$ cat config.mk
export PLATFORM = sky130hd
export DESIGN_NAME = r4k_ifetch_flat
export DESIGN_NICKNAME = d
export VERILOG_FILES = /design/src/rtl/r4k_ifetch_if.sv /design/src/rtl/r4k_ifetch.sv /design/src/flat_wrapper.sv
export SDC_FILE = /design/constraint.sdc
export NUM_CORES = 1
export LEC_CHECK = 0
export CAP_MARGIN = 20
export CORE_MARGIN = 10
export CORE_UTILIZATION = 40
export DETAILED_ROUTE_END_ITERATION = 16
export HOLD_SLACK_MARGIN = 0.1
export PLACE_DENSITY = 0.61
export SYNTH_ARGS = -nofsm -noshare
export SYNTH_HDL_FRONTEND = slang
export SYNTH_SLANG_ARGS = --single-unit
$ cat constraint.sdc
create_clock -name clk -period 4.35 [get_ports clk]
set_input_delay 0.87 -clock clk [delete_from_list [all_inputs] [get_ports clk]]
set_output_delay 0.87 -clock clk [all_outputs]
set_load 0.01 [all_outputs]
$ cat src/rtl/r4k_ifetch_if.sv
`default_nettype none
// ============================================================================
// Module      : r4k_ifetch_if
// Description : Bundles the signals of the instruction fetch unit: the
//               core-side redirect request, the decode-side output stream and
//               the instruction memory read port.
//               master : fetch-unit view (drives out_*, mem_req/addr, fault)
//               slave  : environment view (drives redirect_*, out_ready,
//                        mem_ack/rdata)
// Revision    : 1.0 - initial release
// ============================================================================
interface r4k_ifetch_if;
    logic        redirect_valid;
    logic [63:0] redirect_pc;
    logic        out_valid;
    logic        out_ready;
    logic [63:0] out_pc;
    logic [31:0] out_instr;
    logic        mem_req;
    logic [63:0] mem_addr;
    logic        mem_ack;
    logic [31:0] mem_rdata;
    logic        fetch_fault;

    modport master (
        input  redirect_valid, redirect_pc, out_ready, mem_ack, mem_rdata,
        output out_valid, out_pc, out_instr, mem_req, mem_addr, fetch_fault
    );

    modport slave (
        output redirect_valid, redirect_pc, out_ready, mem_ack, mem_rdata,
        input  out_valid, out_pc, out_instr, mem_req, mem_addr, fetch_fault
    );
endinterface
`default_nettype wire

$ cat src/rtl/r4k_ifetch.sv
`default_nettype none
// ============================================================================
// Module      : r4k_ifetch
// Description : Instruction fetch unit with a DEPTH-entry prefetch queue.
//               Issues one word-aligned read at a time, queues {pc, instr}
//               pairs for decode and restarts the stream on redirect.
// Ports       : clk    - clock, rising edge
//               reset  - asynchronous, active-high
//               bus    - r4k_ifetch_if.master (redirect, decode output,
//                        instruction memory read port, fetch_fault)
// Parameters  : DEPTH    - queue depth, power of two, 2..16
//               RESET_PC - first fetch address after reset
// Macro       : R4K_IFETCH_ALIGN_CHECK_EN - when defined, a misaligned
//               redirect target raises fetch_fault and stalls fetch until an
//               aligned redirect; otherwise the target's low bits are cleared
//               and fetch_fault is tied 0.
// Revision    : 1.0 - initial release
// ============================================================================
module r4k_ifetch #(
    parameter int          DEPTH    = 4,
    parameter logic [63:0] RESET_PC = 64'h0
) (
    input  wire logic       clk,
    input  wire logic       reset,
    r4k_ifetch_if.master    bus
);

    localparam int                 c_PTR_W = $clog2(DEPTH);
    localparam int                 c_CNT_W = $clog2(DEPTH + 1);
    localparam logic [c_CNT_W-1:0] c_FULL  = c_CNT_W'(DEPTH);

    // Architectural state
    logic [63:0]        fetch_pc_q, fetch_pc_d;   // next address to fetch
    logic [63:0]        addr_q,     addr_d;       // address on the bus
    logic               req_q,      req_d;        // request outstanding
    logic               discard_q,  discard_d;    // outstanding ack is stale
    logic               fault_q,    fault_d;
    logic [c_PTR_W-1:0] wr_ptr_q,   wr_ptr_d;
    logic [c_PTR_W-1:0] rd_ptr_q,   rd_ptr_d;
    logic [c_CNT_W-1:0] count_q,    count_d;

    logic [63:0]        pc_mem_q    [DEPTH];
    logic [31:0]        instr_mem_q [DEPTH];

    logic               w_ack;
    logic               w_push;
    logic               w_pop;
    logic               w_free;
    logic [63:0]        w_target;
    logic               w_target_bad;

`ifdef R4K_IFETCH_ALIGN_CHECK_EN
    assign w_target     = bus.redirect_pc;
    assign w_target_bad = |bus.redirect_pc[1:0];
    assign bus.fetch_fault = fault_q;
`else
    logic w_unused_lsb;
    assign w_unused_lsb = ^bus.redirect_pc[1:0];
    assign w_target     = {bus.redirect_pc[63:2], 2'b00};
    assign w_target_bad = 1'b0;
    assign bus.fetch_fault = 1'b0;
`endif

    // An ack only counts while a request is actually on the bus.
    assign w_ack  = bus.mem_ack & req_q;
    // A redirect kills both the incoming word and any pop this cycle.
    assign w_push = w_ack & ~discard_q & ~bus.redirect_valid;
    assign w_pop  = (count_q != '0) & bus.out_ready & ~bus.redirect_valid;
    // The bus is available for a new request if idle or completing now.
    assign w_free = ~req_q | w_ack;

    always_comb begin
        fetch_pc_d = fetch_pc_q;
        addr_d     = addr_q;
        req_d      = req_q;
        discard_d  = discard_q;
        fault_d    = fault_q;
        wr_ptr_d   = wr_ptr_q;
        rd_ptr_d   = rd_ptr_q;
        count_d    = count_q;

        if (bus.redirect_valid) begin
            fetch_pc_d = w_target;
            wr_ptr_d   = '0;
            rd_ptr_d   = '0;
            count_d    = '0;
            fault_d    = w_target_bad;
            // A request still waiting for its ack must be left on the bus;
            // remember to drop its data when it finally completes.
            discard_d  = req_q & ~bus.mem_ack;
        end else begin
            if (w_ack) begin
                discard_d = 1'b0;
            end
            if (w_push) begin
                fetch_pc_d = fetch_pc_q + 64'd4;
                wr_ptr_d   = wr_ptr_q + c_PTR_W'(1);
            end
            if (w_pop) begin
                rd_ptr_d = rd_ptr_q + c_PTR_W'(1);
            end
            case ({w_push, w_pop})
                2'b10:   count_d = count_q + c_CNT_W'(1);
                2'b01:   count_d = count_q - c_CNT_W'(1);
                default: count_d = count_q;
            endcase
        end

        // Issue against the post-update count so the request in flight
        // always has a free slot waiting for it.
        if (w_free) begin
            req_d = 1'b0;
            if (!fault_d && (count_d < c_FULL)) begin
                req_d  = 1'b1;
                addr_d = fetch_pc_d;
            end
        end
    end

    always_ff @(posedge clk or posedge reset) begin
        if (reset) begin
            fetch_pc_q <= RESET_PC;
            addr_q     <= RESET_PC;
            req_q      <= 1'b0;
            discard_q  <= 1'b0;
            fault_q    <= 1'b0;
            wr_ptr_q   <= '0;
            rd_ptr_q   <= '0;
            count_q    <= '0;
        end else begin
            fetch_pc_q <= fetch_pc_d;
            addr_q     <= addr_d;
            req_q      <= req_d;
            discard_q  <= discard_d;
            fault_q    <= fault_d;
            wr_ptr_q   <= wr_ptr_d;
            rd_ptr_q   <= rd_ptr_d;
            count_q    <= count_d;
        end
    end

    // Queue storage carries no reset; validity is tracked by count_q.
    always_ff @(posedge clk) begin
        if (w_push) begin
            pc_mem_q[wr_ptr_q]    <= addr_q;
            instr_mem_q[wr_ptr_q] <= bus.mem_rdata;
        end
    end

    assign bus.out_valid = (count_q != '0);
    assign bus.out_pc    = pc_mem_q[rd_ptr_q];
    assign bus.out_instr = instr_mem_q[rd_ptr_q];
    assign bus.mem_req   = req_q;
    assign bus.mem_addr  = addr_q;

endmodule
`default_nettype wire

$ cat src/flat_wrapper.sv
// flat-port wrapper written by rule: the top's interface ports become plain ports
module r4k_ifetch_flat 
#(
    parameter int          DEPTH    = 4,
    parameter logic [63:0] RESET_PC = 64'h0
)
  (clk, reset, bus_redirect_valid, bus_redirect_pc, bus_out_ready, bus_mem_ack, bus_mem_rdata, bus_out_valid, bus_out_pc, bus_out_instr, bus_mem_req, bus_mem_addr, bus_fetch_fault);
  r4k_ifetch_if bus_i ();
  input  wire logic clk;
  input  wire logic reset;
  input wire logic [$bits(bus_i.redirect_valid)-1:0] bus_redirect_valid;
  input wire logic [$bits(bus_i.redirect_pc)-1:0] bus_redirect_pc;
  input wire logic [$bits(bus_i.out_ready)-1:0] bus_out_ready;
  input wire logic [$bits(bus_i.mem_ack)-1:0] bus_mem_ack;
  input wire logic [$bits(bus_i.mem_rdata)-1:0] bus_mem_rdata;
  output wire logic [$bits(bus_i.out_valid)-1:0] bus_out_valid;
  output wire logic [$bits(bus_i.out_pc)-1:0] bus_out_pc;
  output wire logic [$bits(bus_i.out_instr)-1:0] bus_out_instr;
  output wire logic [$bits(bus_i.mem_req)-1:0] bus_mem_req;
  output wire logic [$bits(bus_i.mem_addr)-1:0] bus_mem_addr;
  output wire logic [$bits(bus_i.fetch_fault)-1:0] bus_fetch_fault;
  assign bus_i.redirect_valid = bus_redirect_valid;
  assign bus_i.redirect_pc = bus_redirect_pc;
  assign bus_i.out_ready = bus_out_ready;
  assign bus_i.mem_ack = bus_mem_ack;
  assign bus_i.mem_rdata = bus_mem_rdata;
  assign bus_out_valid = bus_i.out_valid;
  assign bus_out_pc = bus_i.out_pc;
  assign bus_out_instr = bus_i.out_instr;
  assign bus_mem_req = bus_i.mem_req;
  assign bus_mem_addr = bus_i.mem_addr;
  assign bus_fetch_fault = bus_i.fetch_fault;
  r4k_ifetch #(.DEPTH(DEPTH), .RESET_PC(RESET_PC)) u_core (.clk(clk), .reset(reset), .bus(bus_i));
endmodule
==> qor.csv <==
metric,value,unit
PortBufs,260,
Post-Syn Instances,1179,
clk_skew,28.08,ps
PostCTS Resize Cnt,0,
postcts setup bufs,0,
post-DR vias/cell,5.335,
post-synthesis async set-or-reset flop share,26.44,%
top_reg_cell synth,edfxtp_1,
RSZ-0062 raised after global routing,false,
hold crit path type,reg2reg,
Post-route DRC,0,
Least-Margin Pin Slew,843.2,ps
critical path arrival,4180,ps
top-area cell type share of the netlist area,55.79,%
worst rel slew slack,43.36,%
chip width,247.3,µm
area of the multi-input gates,0.005451,mm²
filler instances,4251,
diode count,0,
total number of vias,11750,
Static Leak,8.792,nW
DRT antenna net count,0,
hold buffer count at cts,0,
"commonest cells after routing, fill and taps aside","384 x edfxtp_1, 259 x clkdlybuf4s50_1, 136 x dfrtp_1",
pin count of the biggest net entering global routing,89,
Max Slew Vio Count,0,
maximum clock frequency,269.4,MHz
Clock Sinks,522,
CTS tree,done,
critical path type,in2reg,
final std cells w/o fill,2203,
Worst Setup End Kind,flop,
"area leader, netlist",edfxtp_1,
Initial Util,40.37,%
Die Ht,247.3,µm
"Cell Area, Synth",0.02067,mm²
clk slew on worst S/H paths,60,ps
root buffer cell,clkbuf_16,
Mean Syn Cell Area,17.53,µm²
TritonRoute pass-1 iters,6,
Max Cap Violations,0,
Worst-Skew Late Latency,600,ps
setup TNS,0,ps
Final min period,3712,ps
dpl hpwl,34310,µm
Setup crit start kind,primary input,
number of flops mapped to enable cells by yosys,384,
pwr/cell area,436.3,mW/mm²
Worst path max stage delay,490,ps
Die Footprint,0.06116,mm²
Peak VDD IR,0.2609,mV
Rows,83,
vias in the first global route,12180,
CTS buffer count,54,
Final period util,85.33,%
RePlAce Congestion,0.8614,
Yosys reg bits,522,
first-pass GRT wire length,77370,µm
Core Footprint,0.05120,mm²
drt wl/cell,23.17,µm
Area Overhead vs Synth,26.37,%
gr usage total,16.71,%
Placed Cells incl. Taps,2102,
crit path cell chain,clkdlybuf4s50_1 -> nor4bb_1 -> inv_1 -> ha_1 -> xor2_1 -> ha_1 -> a21oi_1 -> xnor2_1 -> mux2_2 -> o31ai_4 -> buf_12 -> mux2_2,
Yosys warning count,0,
nets,1588,
post-synthesis sequential area ratio,72.50,%
result of the run,"complete, no violations",
hold slack,520.6,ps
grt total ovfl,0,
antenna violations before repair,5,
Area contributors post-synth,"edfxtp_1 56%, dfrtp_1 17%, mux4_2 10%",
setup violators final,0,
depth of the CTS H-tree,2,
Final Hold Fails,0,
clock tree buffer depth,3,
share of layout cells above drive strength 1,19.30,%
slowest cell on the critical path,clkdlybuf4s50_1,
WP data required,4820,ps
Design Power,11.40,mW
"most common cell after layout, fill and taps aside",edfxtp_1,
number of distinct library cells after synthesis,59,
CP max FO,60,
Syn Nets,1289,
initial DRC count,837,
Util after Layout,51.02,%
routed wire length,51050,µm
I/O pin total,264,
FF/Latch Area,0.01499,mm²
==> cell usage after synthesis (all sizes together), types with 7 or more instances <==
cell type,n
nor2,56
nand4,39
buf,17
nor4,19
o21ai,35
xnor2,33
mux2,59
nor3,20
clkbuf,34
edfxtp,384
mux4,96
xor2,15
ha,9
nand2,76
nand3,25
a21oi,13
inv,14
dfrtp,138
or2,7
o31ai,10
and3,11
==> per-stage QoR <==
step                      setup slack [ps]  area (µm²)
after floorplan                      27.39       20680
after global placement               82.26       24340
after detailed placement             51.22       24340
after CTS                            668.6       26120
after global routing                 474.3       26120
final                                638.2       26120
==> state kept, by name, indices dropped and copies added, names as in the netlist <==
name                 cells
u_core.bus.mem_addr     64
u_core.count_q           3
u_core.bus.mem_req       1
u_core.discard_q         1
u_core.fault_q           1
u_core.instr_mem_q     128
u_core.pc_mem_q        256
u_core.wr_ptr_q          2
u_core.rd_ptr_q          2
u_core.fetch_pc_q       64
==> cell families after synthesis <==
| logic type | Yosys count | synth area share (%) |
|---|---|---|
| muxes | 157 | 13.77 |
| other | 1 | 0.01814 |
| DFF | 522 | 72.50 |
| buffers and inverters | 65 | 1.241 |
| adders and majority gates | 9 | 0.5448 |
| xor gates and xnor gates | 48 | 2.034 |
| AOI/OAI and AO/OA | 85 | 2.639 |
| and+or+nand+nor | 292 | 7.252 |
==> worst max-delay path, delay by kind of cell <==
kind	cells	cell delay [ps]
AOI/OAI and AO/OA	2	420
xor gates and xnor gates	2	320
adders and majority gates	2	440
buffers and inverters	3	920
muxes	2	760
and+or+nand+nor	1	420
==> path summary, 6_finish.rpt <==
check                      slack (ps)                            from  cells past startpoint                                   to
setup / recovery                  640                     bus_mem_ack                     12  u_core.bus.mem_addr[38]$_DFFE_PP0P_
setup reg to reg                  820   u_core.count_q[1]$_DFFE_PP0P_                     12  u_core.bus.mem_addr[38]$_DFFE_PP0P_
min in group asynchronous         750                           reset                      3      u_core.fetch_pc_q[24]$_DFF_PP0_
max in group asynchronous        3030                           reset                      3  u_core.bus.mem_addr[52]$_DFFE_PP0P_
hold reg to reg                   520  u_core.fetch_pc_q[1]$_DFF_PP0_                      1       u_core.fetch_pc_q[1]$_DFF_PP0_
hold / removal                    520  u_core.fetch_pc_q[1]$_DFF_PP0_                      1       u_core.fetch_pc_q[1]$_DFF_PP0_
==> area by class of cell <==
class | instances | share of cell area (%)
Tap cell | 680 | 3.257
Sequential cell | 522 | 57.40
Timing Repair Buffer | 294 | 11.46
Inverter | 14 | 0.2156
Multi-Input combinational cell | 592 | 20.87
Clock buffer | 65 | 5.528
Clock inverter | 36 | 1.269
==> layer usage <==
metal	track usage, %	wire length (µm)	vias up
met3	4.165	3392	92
met4	4.142	1030	10
met5	0	68	-
li1	-	-	5247
met1	22.47	22100	6050
met2	26.88	24460	354
==> power by group <==
part           switching [mW]  total [mW]  internal (mW)
registers               0.236        5.88           5.64
logic                   0.430       0.930          0.500
clock network            1.92        4.59           2.67
No activity file was read; power rests on OpenSTA's default activity.
==> RTL change 1 (same settings) <==
`DEPTH` is set to 4 in 2 places; all go to 8.
--- a/src/rtl/r4k_ifetch.sv
+++ b/src/rtl/r4k_ifetch.sv
@@ -18,5 +18,5 @@
 // ============================================================================
 module r4k_ifetch #(
-    parameter int          DEPTH    = 4,
+    parameter int          DEPTH    = 8,
     parameter logic [63:0] RESET_PC = 64'h0
 ) (
--- a/src/flat_wrapper.sv
+++ b/src/flat_wrapper.sv
@@ -2,5 +2,5 @@
 module r4k_ifetch_flat 
 #(
-    parameter int          DEPTH    = 4,
+    parameter int          DEPTH    = 8,
     parameter logic [63:0] RESET_PC = 64'h0
 )
Function: no difference found for any inputs over 4 cycles, from zero or initial values and one cycle with reset high; that may be too few to reach the edited logic, so the function may still have changed.
==> RTL change 1 against the unedited design <==
- area after synthesis increased by 73%
- power grew 73%
- sequential cell count increased by 387
- cell area rose by 67%
- routed wire length increased by 71%
- global-route usage is 0.23 points higher
- worst setup slack got worse by 0.33 ns
- core utilization decreased by 1.7 points
- critical endpoint is now bus_out_pc[43]
- largest cell class unchanged
- highest routed layer unchanged
==> RTL change 1: results (changes against the unedited design) <==
| Stage | Metric | This run | Delta |
|---|---|---|---|
| global route | Maximum number of pins on one net before global-route repair | 115 | +29% |
| drt | Violation count after the first detailed-route iteration | 1396 | +67% |
| logic synthesis | Number of flops mapped to enable cells by yosys | 768 | +100% |
| finish | Share of post-route cells with drive strength above 1 | 25.4% | +6.1 points |
| logic synthesis | Most numerous cell types in the synthesized netlist | 768 x sky130_fd_sc_hd__edfxtp_1, 192 x sky130_fd_sc_hd__mux4_2, 153 x sky130_fd_sc_hd__mux2_2, 141 x sky130_fd_sc_hd__dfrtp_1, 82 x sky130_fd_sc_hd__nand2_1 |  |
| global route | Global router's overall resource usage | 16.9% | +0.23 points |
| clocking | TritonCTS buffer count | 97 | +80% |
| timing | Worst Clk Skew | 0.0327 ns | +0.00462 ns |
| clocking | CTS H-Tree Depth | 3 | +1 |
| placement | Post-Place Setup Slack | 0.252 ns | +0.200 ns |
| critical path | Biggest fanout along the worst timing path | 49 | -18% |
| finish | Nets | 2247 | +41% |
| critical path | Kind of cell adding the most delay to the critical path | multiplexers |  |
| finish | Biggest registers after layout | u_core.pc_mem_q x512, u_core.instr_mem_q x256 |  |
| critical path | Slowest stage delay, CP | 0.68 ns | +0.19 ns |
| placement | HPWL after detailed placement | 51700 um | +51% |
| logic synthesis | Sequential share of the synthesized area | 74.2% | +1.7 points |
| placement | Placed cell areas | 0.0403 mm^2 | +66% |
| critical path | Launching instance or port of the critical path | u_core.rd_ptr_q[0] |  |
| pwr | Max IR drop VDD | 0.308 mV | +18% |
| drt | Vias | 18400 | +57% |
| pwr | Leakage component of the power | 14.0 nW | +60% |
| global route | Antenna violations before repair | 9 | +4 |
| status | Status | finished clean |  |
| drt | DR WL/cell | 25.7 um | +11% |
| placement | Weighted congestion reported at the end of routability-driven placement | 0.836 | -2.9% |
| logic synthesis | Fraction of registers with async set/reset | 15.5% | -11 points |
| timing | Worst Max-Slew Pin Slew | 0.863 ns | +0.0194 ns |
| drt | Drt first pass iters | 7 | +1 |
| critical path | Crit path max-delay cell type | sky130_fd_sc_hd__dfrtp_4 |  |
| critical path | Data arrival at the endpoint of the critical path | 3.18 ns | -1.00 ns |
| min path | Min-delay src | u_core.fetch_pc_q[0] |  |
| global route | Via count of the first global-routing pass | 19700 | +62% |
| clocking | Clock latency on the worst-skew pair | 0.66 ns | +0.06 ns |
## RTL change 1: where the power goes
part / internal (mW) / total [mW] / switching (mW) / leakage (nW)
Combinational: 0.576 / 1.11 / 0.536 / 3.79
Sequential: 9.84 / 10.2 / 0.352 / 8.65
Clock: 5.03 / 8.44 / 3.41 / 1.61
Total: 15.4 / 19.7 / 4.30 / 14.0
## RTL change 1: final timing paths
| check | slack (ns) | cells after the start | endpoint |
|---|---|---|---|
| setup reg to reg | 0.73 | 11 | u_core.bus.mem_addr[35] |
| hold / removal | 0.52 | 1 | u_core.fetch_pc_q[0] |
| hold reg to reg | 0.52 | 1 | u_core.fetch_pc_q[0] |
| max in group asynchronous | 2.82 | 3 | u_core.fetch_pc_q[52] |
| min in group asynchronous | 0.72 | 2 | u_core.bus.mem_addr[15] |
| setup / recovery | 0.30 | 4 | bus_out_pc[43] |
## RTL change 1: logic make-up after synthesis
kind of cell	after synthesis	share of synthesized area (%)
AOI/OAI and AO/OA	102	1.69
xor gates and xnor gates	45	1.10
adders and majority gates	8	0.300
buffers and inverters	107	1.15
DFF	909	74.2
muxes	350	17.0
other	1	0.0105
and+or+nand+nor	297	4.53
## RTL change 1: cell type report
| cell class | instances | area (um^2) |
|---|---|---|
| Clock inverter | 53 | 641 |
| Clock buffer | 126 | 2690 |
| Sequential cell | 909 | 26600 |
| Antenna cell | 2 | 5.00 |
| Multi-Input combinational cell | 803 | 8950 |
| Inverter | 23 | 90.1 |
| Tap cell | 1165 | 1460 |
| Fill cell | 7305 | 45000 |
| Timing Repair Buffer | 304 | 3240 |
## RTL change 1: per-stage QoR
step | instances | util [%] | setup TNS, ns | total power [mW]
finish | 3385 | 49.3 | 0 | 19.7
global route | 3384 | 49.3 | 0 | 20.5
CTS | 3383 | 49.3 | 0 | 20.0
detailed placement | 3204 | 45.5 | 0 | 11.5
global placement | 3204 | 45.5 | 0 | 11.5
floorplan | 1819 | - | -193.97 | 10.8
## RTL change 1: layer usage
metal / track usage (%) / vias to the layer above / share of wire (%) / wire (um)
li1: - / 8041 / - / -
met1: 22.3 / 9756 / 43 / 37200
met2: 28.0 / 501 / 49 / 42700
met3: 4.03 / 122 / 6.3 / 5480
met4: 4.39 / 14 / 1.9 / 1670
met5: 0 / - / 0.084 / 73
==> RTL change 2 (same flow settings) <==
Without the edit above. Reset style: synchronous (`reset`), changed in one clocked block. Comments in the files are not updated.
--- a/src/rtl/r4k_ifetch.sv
+++ b/src/rtl/r4k_ifetch.sv
@@ -118,5 +118,5 @@
     end
 
-    always_ff @(posedge clk or posedge reset) begin
+    always_ff @(posedge clk) begin
         if (reset) begin
             fetch_pc_q <= RESET_PC;
Function: differs if reset is asserted again (counterexample within 4 cycles, from zero or initial values and one cycle with reset high); with reset held inactive, the same outputs for 4 cycles.
==> RTL change 2 against the unedited design <==
- worst setup slack better by 0.034 ns
- global-route usage increased by 0.19 points
- maximum frequency rose by 0.92%
- register-to-register slack improved by 0.24 ns
- cell area is 1.3% lower
- first-iteration DRC count up 9.0%
- area after synthesis is 1.6% lower
- clock power grew 4.8%
- worst hold slack got worse by 0.053 ns
- die area down 1.5%
- power is 3.1% lower
- sequential cell count up 2
- routed wire length rose by 1.0%
- clock skew decreased by 0.0052 ns
- critical endpoint is now bus_out_pc[51]
- highest routed layer unchanged
==> RTL change 2: results (changes against the unedited design) <==
| Stage | Metric | This run | Delta |
|---|---|---|---|
| timing | Hold Slack | 0.468 ns | -0.0525 ns |
| placement | Weighted congestion reported at the end of routability-driven placement | 0.789 | -8.4% |
| global route | Maximum number of pins on one net before global-route repair | 93 | +4.5% |
| timing | Worst Clk Skew | 0.0229 ns | -0.00516 ns |
| drt | Drt first pass iters | 5 | -1 |
| finish | Non-filler instance count after layout | 2290 | +3.9% |
| global route | Global-route wire length before repair | 78400 um | +1.3% |
| critical path | Endpoint of the lowest-slack register-to-register path | u_core.bus.mem_addr[63] |  |
| critical path | Crit Reg-Reg Startpoint | u_core.count_q[1] |  |
| finish | Share of post-route cells with drive strength above 1 | 14.7% | -4.6 points |
| critical path | Data arrival at the endpoint of the critical path | 2.81 ns | -1.37 ns |
| pwr | Max IR drop VDD | 0.316 mV | +21% |
| critical path | Setup slack, reg-to-reg | 1.06 ns | +0.24 ns |
| clocking | TritonCTS buffer count | 55 | +1.9% |
| placement | Placed cell areas | 0.0239 mm^2 | -1.8% |
| pwr | Internal Pwr Total | 8.71 mW | -1.2% |
| logic synthesis | Number of nets in the synthesized netlist | 1398 | +8.5% |
| min path | Capture endpoint of the worst hold path | u_core.fetch_pc_q[0] |  |
| global route | Via count of the first global-routing pass | 12800 | +5.5% |
| pwr | Leakage component of the power | 8.40 nW | -4.4% |
| critical path | Crit path max-delay cell type | sky130_fd_sc_hd__dfxtp_4 |  |
| logic synthesis | Fraction of registers with async set/reset | 0% | -26 points |
| drt | DR WL/cell | 22.5 um | -2.8% |
| timing | Worst Max-Slew Pin Slew | 1.04 ns | +0.200 ns |
| logic synthesis | Sequential share of the synthesized area | 70.5% | -2.0 points |
| logic synthesis | Post-synthesis instance total | 1290 | +9.4% |
| logic synthesis | Most numerous cell types in the synthesized netlist | 384 x sky130_fd_sc_hd__edfxtp_1, 140 x sky130_fd_sc_hd__dfxtp_1, 113 x sky130_fd_sc_hd__nor2_1, 96 x sky130_fd_sc_hd__mux4_2, 63 x sky130_fd_sc_hd__nand3_1 |  |
| finish | Biggest registers after layout | u_core.pc_mem_q x256, u_core.instr_mem_q x128 |  |
| placement | Placed Instances | 2185 | +3.9% |
| status | Status | finished clean |  |
| placement | HPWL after detailed placement | 34300 um | about the same |
| drt | Average via count per standard cell | 5.39 | +1.0% |
| finish | Nets | 1678 | +5.7% |
| critical path | Slowest stage delay, CP | 0.67 ns | +0.18 ns |
| min path | Min-delay src | u_core.fetch_pc_q[0] |  |
| critical path | Path depth of the worst reg2reg path | 11 | -1 |
| global route | Global router's overall resource usage | 16.9% | +0.19 points |
| critical path | Biggest fanout along the worst timing path | 39 | -35% |
-- RTL change 2: kinds of logic (layout without fill, tap and decap cells) --
kind of cell	count (synthesis)	count (layout)	synth area share [%]
AOI/OAI and AO/OA	137	137	4.54
xor gates and xnor gates	48	48	2.07
adders and majority gates	7	7	0.468
buffers and inverters	82	409	1.54
DFF	524	524	70.5
muxes	111	111	11.4
other	1	2	0.0184
and+or+nand+nor	380	380	9.52
-- RTL change 2: worst reg2reg max path, cell delays in order (launching register included) --
cell                        delay [ns]
sky130_fd_sc_hd__dfxtp_1          0.33
sky130_fd_sc_hd__or3_1            0.40
sky130_fd_sc_hd__and3_1           0.25
sky130_fd_sc_hd__ha_1             0.25
sky130_fd_sc_hd__fa_1             0.38
sky130_fd_sc_hd__xnor2_1          0.17
sky130_fd_sc_hd__nor4b_1          0.36
sky130_fd_sc_hd__nor3_1           0.15
sky130_fd_sc_hd__nor2b_4          0.29
sky130_fd_sc_hd__buf_12           0.21
sky130_fd_sc_hd__nor2_1           0.08
sky130_fd_sc_hd__a2111oi_2        0.32
-- RTL change 2: worst max-delay path by stage --
| stage | cells after the start | from | end |
|---|---|---|---|
| 2_1_floorplan | 3 | bus_redirect_valid | u_core.instr_mem_q[0][0] |
| 3_3_place_gp | 12 | bus_mem_ack | u_core.bus.mem_addr[63] |
| 3_5_place_dp | 12 | bus_mem_ack | u_core.bus.mem_addr[63] |
| 4_1_cts | 3 | flop | bus_out_pc[39] |
| 5_1_grt | 3 | flop | bus_out_pc[46] |
| 6_report | 3 | flop | bus_out_pc[51] |
-- RTL change 2: power by group through the flow --
stage	sequential [mW]	combinational, mW	clock (mW)
finish	5.62	0.614	4.81
global route	5.63	0.667	5.15
CTS	5.62	0.625	4.93
detailed placement	5.72	0.621	0
global placement	5.71	0.616	0
floorplan	5.70	0.257	0
-- RTL change 2: cell type report --
class / count / area (um^2)
multi-input combinational: 684 / 5720
tap: 672 / 841
antenna: 1 / 2.50
inverter: 11 / 41.3
fill: 4144 / 24400
clock buffer: 71 / 1500
sequential: 524 / 14300
timing repair buffer: 294 / 2960
clock inverter: 33 / 373
-- RTL change 2: per-layer routing --
metal | track usage (%) | up-vias | part of all wire [%]
met5 | 0 | - | 0.15
met4 | 4.50 | 10 | 2.0
met3 | 4.52 | 79 | 7.4
li1 | - | 5640 | -
met2 | 27.5 | 360 | 48
met1 | 22.0 | 6255 | 42
-- RTL change 2: metrics by stage --
step                      util (%)  setup WS [ns]
after floorplan                  -          0.242
after global routing          51.4          0.508
after CTS                     51.4          0.590
final                         51.4          0.672
after global placement        47.7          0.256
after detailed placement      47.7          0.223
